$ cat src/rtl/ped_request_ctrl.sv
// ped_request_ctrl: pedestrian push-button request controller.
// Synchronizes and debounces the raw button, turns debounced presses into
// shorten-green requests toward the light controller, and enforces a
// cooldown after each served request.
// Optional feature: define PED_REQ_BLINK_EN to blink wait_led while PENDING.
module ped_request_ctrl #(
  parameter int DEBOUNCE_CYCLES = 500000,
  parameter int COOLDOWN_S      = 20
) (
  input  logic       clk,
  input  logic       reset,
  input  logic       btn_n,
  input  logic [1:0] light_state,
  input  logic       sec_tick,
  input  logic       req_ack,
  output logic       req_valid,
  output logic       wait_led,
  output logic [1:0] fsm_state,
  output logic [7:0] press_count
);

  localparam logic [1:0] ST_IDLE     = 2'b00;
  localparam logic [1:0] ST_PENDING  = 2'b01;
  localparam logic [1:0] ST_GRANTED  = 2'b10;
  localparam logic [1:0] ST_COOLDOWN = 2'b11;

  localparam logic [1:0] LS_GREEN = 2'b00;
  localparam logic [1:0] LS_RED   = 2'b10;

  // Debounce counter only has to reach DEBOUNCE_CYCLES-1.
  localparam int          DB_W    = (DEBOUNCE_CYCLES > 1) ? $clog2(DEBOUNCE_CYCLES) : 1;
  localparam logic [DB_W-1:0] DB_LAST = DB_W'(DEBOUNCE_CYCLES - 1);
  localparam logic [4:0]  CD_LAST = 5'(COOLDOWN_S - 1);

  logic            sync1_r;
  logic            sync2_r;
  logic            deb_r;
  logic            deb_prev_r;
  logic [DB_W-1:0] db_cnt_r;
  logic            press_s;
  logic [1:0]      state_r;
  logic [1:0]      state_nxt_s;
  logic [4:0]      sec_cnt_r;
  logic [7:0]      press_count_r;
  logic            count_en_s;

  // Two-flop synchronizer and consecutive-cycle debounce of the button level.
  always_ff @(posedge clk) begin
    if (reset) begin
      sync1_r    <= 1'b1;
      sync2_r    <= 1'b1;
      deb_r      <= 1'b1;
      deb_prev_r <= 1'b1;
      db_cnt_r   <= {DB_W{1'b0}};
    end else begin
      sync1_r    <= btn_n;
      sync2_r    <= sync1_r;
      deb_prev_r <= deb_r;
      if (sync2_r != deb_r) begin
        if (db_cnt_r == DB_LAST) begin
          deb_r    <= sync2_r;
          db_cnt_r <= {DB_W{1'b0}};
        end else begin
          db_cnt_r <= db_cnt_r + DB_W'(1);
        end
      end else begin
        db_cnt_r <= {DB_W{1'b0}};
      end
    end
  end

  // A press is the single cycle after the debounced level falls; releases are silent.
  assign press_s = deb_prev_r & ~deb_r;

  // Request is offered only while pending and the light is green.
  assign req_valid = (state_r == ST_PENDING) && (light_state == LS_GREEN);

  // Press events are counted in every state except COOLDOWN.
  assign count_en_s = press_s && (state_r != ST_COOLDOWN);

  // Next-state logic; handshake is judged on this cycle's req_valid.
  always_comb begin
    state_nxt_s = state_r;
    case (state_r)
      ST_IDLE: begin
        if (press_s) begin
          state_nxt_s = ST_PENDING;
        end else begin
          state_nxt_s = ST_IDLE;
        end
      end
      ST_PENDING: begin
        if (req_valid && req_ack) begin
          state_nxt_s = ST_GRANTED;
        end else if (light_state == LS_RED) begin
          state_nxt_s = ST_COOLDOWN;
        end else begin
          state_nxt_s = ST_PENDING;
        end
      end
      ST_GRANTED: begin
        if (light_state == LS_RED) begin
          state_nxt_s = ST_COOLDOWN;
        end else begin
          state_nxt_s = ST_GRANTED;
        end
      end
      ST_COOLDOWN: begin
        if (sec_tick && (sec_cnt_r == CD_LAST)) begin
          state_nxt_s = ST_IDLE;
        end else begin
          state_nxt_s = ST_COOLDOWN;
        end
      end
      default: state_nxt_s = ST_IDLE;
    endcase
  end

  // State register, cooldown seconds counter and saturating press counter.
  always_ff @(posedge clk) begin
    if (reset) begin
      state_r       <= ST_IDLE;
      sec_cnt_r     <= 5'd0;
      press_count_r <= 8'd0;
    end else begin
      state_r <= state_nxt_s;
      if (state_r != ST_COOLDOWN) begin
        sec_cnt_r <= 5'd0;
      end else if (sec_tick) begin
        sec_cnt_r <= sec_cnt_r + 5'd1;
      end else begin
        sec_cnt_r <= sec_cnt_r;
      end
      if (count_en_s && (press_count_r != 8'd255)) begin
        press_count_r <= press_count_r + 8'd1;
      end else begin
        press_count_r <= press_count_r;
      end
    end
  end

  assign fsm_state   = state_r;
  assign press_count = press_count_r;

`ifdef PED_REQ_BLINK_EN
  logic blink_r;

  // Blink phase: set on PENDING entry, toggled by each second tick while pending.
  always_ff @(posedge clk) begin
    if (reset) begin
      blink_r <= 1'b0;
    end else if ((state_r != ST_PENDING) && (state_nxt_s == ST_PENDING)) begin
      blink_r <= 1'b1;
    end else if ((state_r == ST_PENDING) && sec_tick) begin
      blink_r <= ~blink_r;
    end else begin
      blink_r <= blink_r;
    end
  end

  assign wait_led = ((state_r == ST_PENDING) && blink_r) || (state_r == ST_GRANTED);
`else
  assign wait_led = (state_r == ST_PENDING) || (state_r == ST_GRANTED);
`endif

endmodule

$ cat config.mk
export PLATFORM = sky130hd
export DESIGN_NAME = ped_request_ctrl
export DESIGN_NICKNAME = d
export VERILOG_FILES = /design/src/rtl/ped_request_ctrl.sv
export SDC_FILE = /design/constraint.sdc
export NUM_CORES = 1
export LEC_CHECK = 0
export ABC_AREA = 1
export CAP_MARGIN = 20
export CORE_ASPECT_RATIO = 1.1
export CORE_MARGIN = 2
export CORE_UTILIZATION = 60
export CTS_CLUSTER_SIZE = 28
export DETAILED_ROUTE_END_ITERATION = 12
export PLACE_DENSITY = 0.88
export SLEW_MARGIN = 20
export SYNTH_ARGS = -nofsm -noshare
export SYNTH_HDL_FRONTEND = slang
export SYNTH_SLANG_ARGS = --single-unit
$ cat constraint.sdc
create_clock -name clk -period 2.95 [get_ports clk]
set_clock_uncertainty 0.2 [all_clocks]
set_input_delay 0.7375 -clock clk [delete_from_list [all_inputs] [get_ports clk]]
set_output_delay 0.7375 -clock clk [all_outputs]
set_load 0.01 [all_outputs]
==> flow_metrics.py, run 1 <==
metrics = {
    "clocking": {
        "post-cts-setup-buffers": 0,
        "clock_sinks": 38,
        "cts_max_path_buffers": 2,
        "cts_buffers": 5,
        "insertion_delay_ns": 0.34,
        "cts_root_buf": "clkbuf_4",
        "path_clk_slew_ns": 0.11,
        "cts_tree": "done",
        "ctsHoldBuffers": 0,
        "htreeDepth": 2,
    },
    "floorplan": {
        "dieArea_um2": 3710,
        "fp.dieH_um": 63.7,
        "core-area_um2": 3070,
        "io_pins": 19,
        "die_w_um": 58.3,
        "initial_core_util_pct": 63.3,
        "num_rows": 21,
    },
    "synth": {
        "synth_top_flop_cell": "dfxtp_1",
        "synth_area_leaders": "dfxtp_1 (39%), nand2_1 (14%), nor2_1 (8.7%), inv_1 (6.0%), xor2_1 (5.0%)",
        "yosysTopAreaCellShare_pct": 39.1,
        "synth-async-reset-ratio_pct": 0,
        "ys_seq_elements": 38,
        "syn_area_um2": 1950,
        "avgSynthCellArea_um2": 7.05,
        "synth_cell_types": 27,
        "yosys.area.top_type": "dfxtp_1",
        "synth_cells": 276,
        "ys_seq_area_share_pct": 39.1,
        "synth_nets": 290,
        "yosys_warnings": 0,
        "synth-edff-count": 0,
    },
    "min_path": {
        "holdCritStartpoint": "sync1_r",
        "whs_path_depth": 1,
        "hold_class": "register to register",
        "hold_end": "sync2_r",
    },
    "sta": {
        "fmaxAchievable_ghz": 0.387,
        "worst_hold_slack_ns": 0.218,
        "fin_crit_sh_pct": 87.6,
        "slew_headroom_pct": 75.8,
        "setup_slack_ns": 0.367,
        "slew_viol_final": 0,
        "tightest_slew_ns": 0.362,
        "period_minus_slack_ns": 2.58,
        "rsz0062_at_grt": "false",
        "hold_viol": 0,
        "timing.setup.tns_ns": 0,
        "setup_violations": 0,
    },
    "place": {
        "place_congestion": 0.894,
        "place_ws_ns": 0.0589,
        "portBuffers": 18,
        "hpwl_um": 2580,
    },
    "finish": {
        "nNetsFinal": 314,
        "area_growth_pct": 14.1,
        "final_cell_mix": "nand2_1 (70), nor2_1 (45), dfxtp_1 (38), inv_1 (31), clkdlybuf4s50_1 (17)",
        "drive_above_1_share_pct": 8.97,
        "fin_util_pct": 72.2,
        "final_common_cell": "nand2_1",
        "num_antenna_cells": 0,
    },
    "worst_setup_path": {
        "end_kind": "output pin",
        "r2r_cells": 8,
        "cp_max_fo": 4,
        "cp_data_required_time_ns": 2.01,
        "reg2reg_to": "db_cnt_r[16]",
        "r2r-start": "db_cnt_r[0]",
        "crit_arrival_ns": 1.65,
        "path_class": "register to output pin",
        "critPathLaunchType": "register",
        "r2r_setup_slack_ns": 1.24,
    },
    "run_status": {
        "status": "finished clean",
    },
    "routing": {
        "wl_per_cell_um": 10.7,
        "avgViaCountPerCell": 5.17,
        "drt-initial-drc-count": 97,
        "vias": 1731,
        "wl_um": 3580,
        "route.detailed.drc": 0,
        "drt_pass1_iterations": 4,
        "antenna_left": 0,
    },
    "power_and_ir_drop": {
        "seqPwrFrac_pct": 63.1,
        "p_leak_nw": 0.849,
        "sw_frac_of_total_pct": 21.6,
        "power_frac_comb_pct": 2.3,
        "clkPwrFrac_pct": 34.6,
        "p_sw_mw": 0.177,
        "intPower_mw": 0.639,
        "power_density_nw_per_um2": 368,
        "ir_worst_vdd_v": 0.000340,
    },
    "job": {
        "cap_violations": 0,
    },
    "grt": {
        "grt_max_degree": 19,
        "grt_pass1_vias": 1534,
        "grt_usage_pct": 21.8,
        "gr-total-overflow": 0,
        "grt_pass1_wl_um": 6290,
        "antenna_found_initial": 0,
    },
}
==> worst max-delay path, cell delays in order, from the launching register on <==
cell and delay (ns):
dfxtp_1 0.41, inv_1 0.08, ha_1 0.28, clkdlybuf4s50_1 0.53
==> what timing repair did <==
item,4_1_cts,5_1_grt
setup endpoints to repair,0,1
resized for setup,0,1
hold endpoints to repair,0,0
==> cells in the mapped netlist (2+ instances only) <==
cell type and n:
nand2_1 70, nor2_1 45, dfxtp_1 38, inv_1 31
a21oi_1 14, nand3_1 11, xor2_1 11, ha_1 7
o21ai_0 7, or2_2 5, nand3b_1 4, nand4_1 4
a31oi_1 3, inv_2 3, nand2_2 3, nand3_2 3
nor2_2 3, and2_1 2, nor3_1 2, nor3_2 2
xnor2_1 2
==> sequential cells by signal, summed over array words and instances (netlist names) <==
signal and flops:
fsm_state 2, sec_cnt_r 5, deb_prev_r 1, db_cnt_r 19
press_count 8, sync2_r 1, deb_r 1, sync1_r 1
==> per-stage QoR <==
stage | area, µm² | power, mW | std cells
4_1_cts | 2220 | 0.824 | 335
3_3_place_gp | 2160 | 0.545 | 327
3_5_place_dp | 2160 | 0.546 | 327
6_report | 2220 | 0.816 | 335
5_1_grt | 2220 | 0.855 | 335
2_1_floorplan | 1950 | 0.534 | 276
==> logic make-up after synthesis <==
kind of cell / count (synthesis) / share of synthesized area [%]
flops: 38 / 39.1
buf+inv: 35 / 7.14
xor+xnor: 13 / 5.85
simple gates: 156 / 36.0
fa+ha+maj: 7 / 4.50
compound gates: 27 / 7.40
==> power groups by stage <==
| stage | Sequential [mW] | Clock, mW | Combinational (mW) |
|---|---|---|---|
| after floorplan | 0.527 | 0 | 0.00729 |
| after global placement | 0.527 | 0 | 0.0183 |
| after detailed placement | 0.527 | 0 | 0.0187 |
| after CTS | 0.515 | 0.290 | 0.0187 |
| after global routing | 0.516 | 0.318 | 0.0208 |
| final | 0.515 | 0.282 | 0.0185 |
==> routing by layer <==
metal | vias up | track usage (%) | wire length, µm
li1 | 913 | - | -
met1 | 768 | 25.1 | 1610
met2 | 43 | 36.4 | 1740
met3 | 7 | 6.98 | 163
met4 | 0 | 8.72 | 65
met5 | - | 0 | 0
==> worst max path at each step <==
stage,startpoint,to,slack (ns),depth (start not counted)
finish,fsm_state[0],wait_led,0.37,3
global route,fsm_state[0],wait_led,0.25,3
CTS,light_state[0],req_valid,0.06,5
detailed placement,light_state[0],req_valid,0.06,5
global placement,light_state[0],req_valid,0.10,5
floorplan,light_state[0],req_valid,0.98,3
==> cell type report <==
cell class | instances | area (µm²)
Clock buffer | 7 | 55.1
Clock inverter | 1 | 5.00
Fill cell | 243 | 855
Inverter | 34 | 128
Multi-Input combinational cell | 203 | 1050
Sequential cell | 38 | 761
Tap cell | 34 | 42.5
Timing Repair Buffer | 18 | 183
Note: power is estimated with default switching activity, not from simulation.
==> run 2: changes to the inputs <==
--- a/config.mk
+++ b/config.mk
@@ -10,9 +10,11 @@
 export CORE_ASPECT_RATIO = 1.1
 export CORE_MARGIN = 2
 export CORE_UTILIZATION = 60
+export CTS_CLUSTER_DIAMETER = 80
 export CTS_CLUSTER_SIZE = 28
 export DETAILED_ROUTE_END_ITERATION = 12
 export PLACE_DENSITY = 0.88
+export SKIP_LAST_GASP = 1
 export SLEW_MARGIN = 20
 export SYNTH_ARGS = -nofsm -noshare
 export SYNTH_HDL_FRONTEND = slang
==> results of run 2 <==
Same layout as run 1: the final DEF is identical, and so are final timing and power.
==> run 3: changes to the inputs <==
--- a/config.mk
+++ b/config.mk
@@ -6,7 +6,7 @@
 export NUM_CORES = 1
 export LEC_CHECK = 0
 export ABC_AREA = 1
-export CAP_MARGIN = 20
+export CAP_MARGIN = 10
 export CORE_ASPECT_RATIO = 1.1
 export CORE_MARGIN = 2
 export CORE_UTILIZATION = 60
==> results of run 3 <==
Same layout as run 1: the final DEF is identical, and so are final timing and power.
